File: config.mk
export PLATFORM = sky130hd
export DESIGN_NAME = aes_128_sched
export DESIGN_NICKNAME = d
export VERILOG_FILES = /design/src/rtl/aes_128_sched.sv
export SDC_FILE = /design/constraint.sdc
export NUM_CORES = 2
export LEC_CHECK = 0
export CORE_MARGIN = 8
export CORE_UTILIZATION = 30
export CTS_CLUSTER_DIAMETER = 50
export DETAILED_ROUTE_END_ITERATION = 10
export PLACE_DENSITY = 0.55
export SYNTH_ARGS = -nofsm -noshare
export SYNTH_HDL_FRONTEND = slang
export SYNTH_MEMORY_MAX_BITS = 65536
export SYNTH_SLANG_ARGS = --single-unit
export TNS_END_PERCENT = 5
File: constraint.sdc
create_clock -name clk -period 7.8 [get_ports clk]
set_input_delay 1.56 -clock clk [delete_from_list [all_inputs] [get_ports clk]]
set_output_delay 1.56 -clock clk [all_outputs]
set_load 0.02 [all_outputs]
File: src/rtl/aes_128_sched.sv
// Round-robin scheduler sharing one fixed-latency, fully pipelined AES-128 core between requesters A and B.
// Credits cover blocks in flight plus buffered results, so the non-stallable core can never overflow the FIFO.
module aes_128_sched #(
    parameter int LAT   = 21,
    parameter int DEPTH = 32
) (
    input  logic         clk,
    input  logic         rst,
    input  logic         a_valid,
    output logic         a_ready,
    input  logic [127:0] a_state,
    input  logic [127:0] a_key,
    input  logic         b_valid,
    output logic         b_ready,
    input  logic [127:0] b_state,
    input  logic [127:0] b_key,
    output logic [127:0] core_state,
    output logic [127:0] core_key,
    input  logic [127:0] core_out,
    output logic         res_valid,
    input  logic         res_ready,
    output logic [127:0] res_data,
    output logic         res_src,
    output logic         busy
);
    localparam int AW = (DEPTH > 1) ? $clog2(DEPTH) : 1;
    localparam int CW = $clog2(DEPTH + 1);

    logic [CW-1:0]  cnt;
    logic [CW-1:0]  occ;
    logic           last;
    logic           credit_ok;
    logic           grant_a;
    logic           grant_b;
    logic           issue;
    logic           push;
    logic           pop;
    logic [LAT-1:0] tag_v;
    logic [LAT-1:0] tag_src;
    logic [AW-1:0]  wr_ptr;
    logic [AW-1:0]  rd_ptr;
    logic [128:0]   mem [DEPTH];

    function automatic logic [AW-1:0] ptr_inc(input logic [AW-1:0] p);
        return (p == AW'(DEPTH - 1)) ? '0 : p + 1'b1;
    endfunction

    // A pop frees its credit only from the next cycle on, because credit_ok uses the registered count.
    assign credit_ok = (cnt < CW'(DEPTH));

    // Handshake: a block transfers on a cycle where valid and ready are both high. Ready is the grant
    // itself and may depend on valid; a requester must not make valid depend on ready.
    always_comb begin
        grant_a = 1'b0;
        grant_b = 1'b0;
        if (!rst && credit_ok) begin
            if (a_valid && b_valid) begin
                grant_a = last;
                grant_b = ~last;
            end else begin
                grant_a = a_valid;
                grant_b = b_valid;
            end
        end
    end

    assign a_ready    = grant_a;
    assign b_ready    = grant_b;
    assign issue      = grant_a | grant_b;
    assign core_state = grant_a ? a_state : (grant_b ? b_state : '0);
    assign core_key   = grant_a ? a_key : (grant_b ? b_key : '0);

    assign push      = tag_v[LAT-1];
    assign res_valid = (occ != '0);
    assign pop       = res_valid & res_ready;
    assign res_data  = res_valid ? mem[rd_ptr][127:0] : '0;
    assign res_src   = res_valid & mem[rd_ptr][128];
    assign busy      = (cnt != '0);

    always_ff @(posedge clk) begin
        if (rst) begin
            cnt    <= '0;
            occ    <= '0;
            last   <= 1'b1;
            tag_v  <= '0;
            wr_ptr <= '0;
            rd_ptr <= '0;
        end else begin
            if (issue && !pop) begin
                cnt <= cnt + 1'b1;
            end else if (pop && !issue) begin
                cnt <= cnt - 1'b1;
            end
            if (issue) begin
                last <= grant_b;
            end
            tag_v[0] <= issue;
            for (int i = 1; i < LAT; i++) begin
                tag_v[i] <= tag_v[i-1];
            end
            if (push) begin
                wr_ptr <= ptr_inc(wr_ptr);
            end
            if (pop) begin
                rd_ptr <= ptr_inc(rd_ptr);
            end
            if (push && !pop) begin
                occ <= occ + 1'b1;
            end else if (pop && !push) begin
                occ <= occ - 1'b1;
            end
        end
    end

    // Source tags and FIFO storage need no reset: only the valid bits and pointers give them meaning.
    always_ff @(posedge clk) begin
        tag_src[0] <= grant_b;
        for (int i = 1; i < LAT; i++) begin
            tag_src[i] <= tag_src[i-1];
        end
        if (push && !rst) begin
            mem[wr_ptr] <= {tag_src[LAT-1], core_out};
        end
    end
endmodule

Word-level counts from Yosys, hierarchy flattened:

Memories as Yosys holds them, arrays and structs flattened. A register that Yosys moved wholly into a read port is not among the register bits.
Cells that the tools add are included.

* flip-flop bits (word level): 65
* bits in writable memories: 4128
* bits of input ports: 645
* output and inout port bits: 389
* logic and storage cells: 55
* memories kept: 1

Memory list
* mem: words 32, width 129, rd ports 1, clocked after Yosys merged registers in 1, wr ports 1, RTL line 42 `logic [128:0] mem [DEPTH];`

* $add $sub $neg: 6
* order comparisons: 1
* equal/unequal tests: 2
* muxes and demuxes: 19
* bitwise operators: 4
* reduce and logical (&&, ||, !) cells: 15

Operators by type and width (number)
* $mux 128: 5
* $mux 6: 4
* $mux 5: 4
* $add 6x1->6 const B: 2
* $reduce_bool 6->1: 2
* $sub 6x1->6 const B: 2
* $add 5x1->5 const B: 2
* $eq 5x5->1 const B: 2
* $logic_and 1x1->1: 7
* $lt 6x6->1 const B: 1
* $mux 1: 6
* $logic_not 1->1: 4
* $reduce_bool 2->1: 2
* $and 1x1->1: 2
* $not 1->1: 1
* $or 1x1->1: 1

Depth between registers and ports, before layout:

* word-level depth: 8
* depth in mapped cells: 10
* gate-level depth less buffers: 9

Worst setup path after synthesis:

Ideal clock, no wire load.

* kind: input to register
* start point: input port rst
* end point: memory mem[28][0], enable pin
* setup time: 619 ps
* arrival: 7515 ps
* data required time: 7181 ps
* slack: -334 ps
* stages: 4
* path buffers: 1
* cells stage by stage: clkbuf_1 -> nor2b_1 -> nand2_1 -> nor2_1

* word-level cells in the longest chain between the ends: 4

RTL lines
* start: declaration: RTL line 8 `input logic rst,`
* $logic_not 1->1: RTL line 121 `if (push && !rst) begin`
* $logic_and 1x1->1: RTL line 121
* $mux 1: RTL line 121
* $mux 1 (not written as such): RTL line 122 `mem[wr_ptr] <= {tag_src[LAT-1], core_out};`
* end: declaration: RTL line 42

No other way between the ends.

==> summary.txt <==
Logic synthesis
  – Sequential area share after synthesis: 77.0%
  – Yosys top cell area share: 76.2%
  – Post-synth EDFFs: 4128
  – Yosys top cell by area: edfxtp_1
  – Unique masters post-synth: 57
  – Mapped Avg Cell Area: 20.0 µm²
  – Main area contributors after synthesis: edfxtp_1 (76%), mux4_2 (7.2%), mux2i_1 (7.1%)
  – Post-synth top flop: edfxtp_1
  – Synthesis warning total: 0
  – Yosys reg bits: 4198
  – Mapped Cells: 8159
  – Cell area after synthesis: 163000 µm²
  – Post-Synthesis Net Count: 8823
  – Post-synth ARST share: 0%

Finish
  – Area grow syn2layout: 20.9%
  – Most common cell after layout, fill and taps aside: edfxtp_1
  – # fillers: 49800
  – Fin cells: 17100
  – Layout cells sized above 1: 14.2%
  – Most frequent cells in the layout: edfxtp_1 (4128), mux2i_1 (1160), clkdlybuf4s50_1 (1032), mux4_2 (519), a22oi_1 (513)
  – Post-Layout Inst Area: 197000 µm²
  – Layout Nets: 9981

Critical path
  – Worst EP arrival: 5.07 ns
  – Element type at the critical path start: register
  – Worst Path Required: 6.24 ns
  – CP Max Fanout: 83
  – CP Class: reg -> out
  – Flop2flop setup slack: 3.75 ns
  – CP endpoint kind: primary output

STA
  – Final Hold Viols: 0
  – Max Clock Skew: 0.0953 ns
  – Tmin final: 6.63 ns
  – Fin. max-slew vios: 0
  – Measured slew at the worst slew-check pin: 1.39 ns
  – RSZ-0062 raised after global routing: no
  – Hold WS: 0.324 ns
  – Final Setup Violations: 0
  – Fin crit share: 84.9%
  – Worst slew margin: 7.17%
  – Max Fclk: 151 MHz

Clock tree
  – Hold buffer count at CTS: 0
  – CTS resizes: 0
  – Post-CTS Setup Bufs: 0
  – Clk buf depth: 4
  – Clock transition at the registers of the reported paths: 0.06 ns
  – CTS tree: done
  – Root buf cell: clkbuf_16
  – H-Tree Depth: 5
  – Clk_lat worst skew: 0.99 ns
  – TritonCTS Buffers: 425
  – CTS sink count: 4198

Route
  – WL final: 623 mm
  – Final antenna-violating net count: 0
  – Initial DRC Count: 8388
  – Residual DRC: 0
  – DRT Pass-1 Iters: 7
  – Wire per inst: 36.5 µm
  – Metal3 WL: 50.5 mm
  – Vias: 86400
  – Post-Route M1 WL: 209 mm
  – Top Layer Used: met5
  – Vias per cell: 5.07
  – Routed wl met2: 332 mm

Power and ir drop
  – Clock share of power: 35.5%
  – Sequential Power Share: 44.0%
  – P_leak: 59.8 nW
  – Power Density: 288 nW/µm²
  – Peak supply drop: 0.383 mV
  – Sw frac: 27.4%
  – Gate power share: 20.5%
  – Switching pwr: 15.5 mW
  – Internal power: 41.1 mW

Min path
  – Hold WC Path Type: reg -> reg

Floorplan
  – # rows: 270
  – Initial Util: 30.1%
  – DIE AREA: 566000 µm²
  – Core Region: 541000 µm²
  – Chip Width: 753 µm
  – I/O pin cnt: 1034
  – Chip height: 753 µm

Global route
  – GRT Util Overall: 21.3%
  – Pin count of the biggest net entering global routing: 116
  – Vias in the first global route: 86600
  – Initial antenna violation count: 318
  – First-pass GRT wire length: 820 mm
  – Gr ovfl total: 0

Outcome
  – Status: finished, final reports clean

Placement
  – GPL Wtd Cong: 0.957
  – I/O Buffers: 1033
  – Hpwl dp: 409 mm
  – Placed Cells: 16100
  – Post-placement cell area: 183000 µm²

Run
  – Max_cap viols: 0
-- critical path: stages (launching register included) --
cell and delay, ns:
dfxtp_4 0.68, buf_12 0.46, buf_4 0.78, mux4_2 0.60, mux2i_1 0.19, o32a_1 0.36
nand3_1 0.17, clkdlybuf4s50_1 0.57
-- worst paths after layout --
| check | startpoint | to | cells after the start |
|---|---|---|---|
| setup reg to reg | occ[0] | cnt[5] | 9 |
| hold reg to reg | tag_src[1] | tag_src[2] | 0 |
| hold / removal | tag_src[1] | tag_src[2] | 0 |
| setup / recovery | register | res_data[93] | 7 |
-- sequential cells by signal, indices dropped and copies added, names as in the netlist, named ones only --
name	cells
cnt	6
last	1
mem	4128
occ	6
rd_ptr	5
tag_src	21
tag_v	21
wr_ptr	5
-- per-stage QoR --
stage                     utilization, %  total power [mW]  TNS [ns]  worst slack (ns)
after floorplan                        -              32.2  -1370.85            -0.334
after global placement              33.8              37.2         0              1.45
after detailed placement            33.8              37.3         0              1.49
after CTS                           36.3              57.4         0             0.970
after global routing                36.4              58.6         0             0.832
final                               36.4              56.7         0              1.17
-- cell usage after synthesis (all sizes together), types with 2 or more instances --
master	count
fa	2
mux4	519
a22oi	513
nor4	5
buf	364
clkbuf	150
nor2b	28
o32a	128
nand2b	3
a211oi	3
a21o	4
o21a	5
nand3b	7
inv	10
and3	4
mux2i	1160
nand2	18
o21ai	8
and4b	2
ha	17
nand3	391
xor2	4
a21oi	17
edfxtp	4128
mux2	3
or4	3
o211ai	2
nor3b	2
a211o	5
dfxtp	70
nor2	310
a22o	256
-- power by group through the flow --
stage | Clock (mW) | Combinational (mW) | Sequential [mW]
after floorplan | 0 | 6.93 | 25.3
after global placement | 0 | 11.8 | 25.4
after detailed placement | 0 | 11.9 | 25.4
after CTS | 20.5 | 12.0 | 24.9
after global routing | 21.3 | 12.3 | 24.9
final | 20.1 | 11.6 | 24.9
-- metal layers --
metal,vias to the layer above,GRT usage [%]
li1,36400,-
met1,45600,21.9
met2,3117,39.4
met3,1013,6.90
met4,280,8.86
met5,-,0
-- layout make-up --
type	instances	area, µm²	share of cell area, %
Sequential cell	4198	125000	63.7
Multi-Input combinational cell	3437	35300	17.9
Timing Repair Buffer	1245	12900	6.57
Clock buffer	532	11200	5.69
Tap cell	7208	9020	4.58
Clock inverter	247	2550	1.30
Antenna cell	176	440	0.224
Inverter	10	45.0	0.0229
-- kinds of logic after synthesis --
| family | count (synthesis) | share of synthesized area [%] |
|---|---|---|
| flip-flops | 4198 | 77.0 |
| multiplexers | 1682 | 14.3 |
| buffers and inverters | 524 | 1.50 |
| XOR/XNOR | 5 | 0.0269 |
| AND/OR/NAND/NOR | 780 | 2.21 |
| adder cells (fa/ha/maj) | 19 | 0.155 |
| AO/OA/AOI/OAI | 951 | 4.76 |
Note: power is estimated with default switching activity, not from simulation.
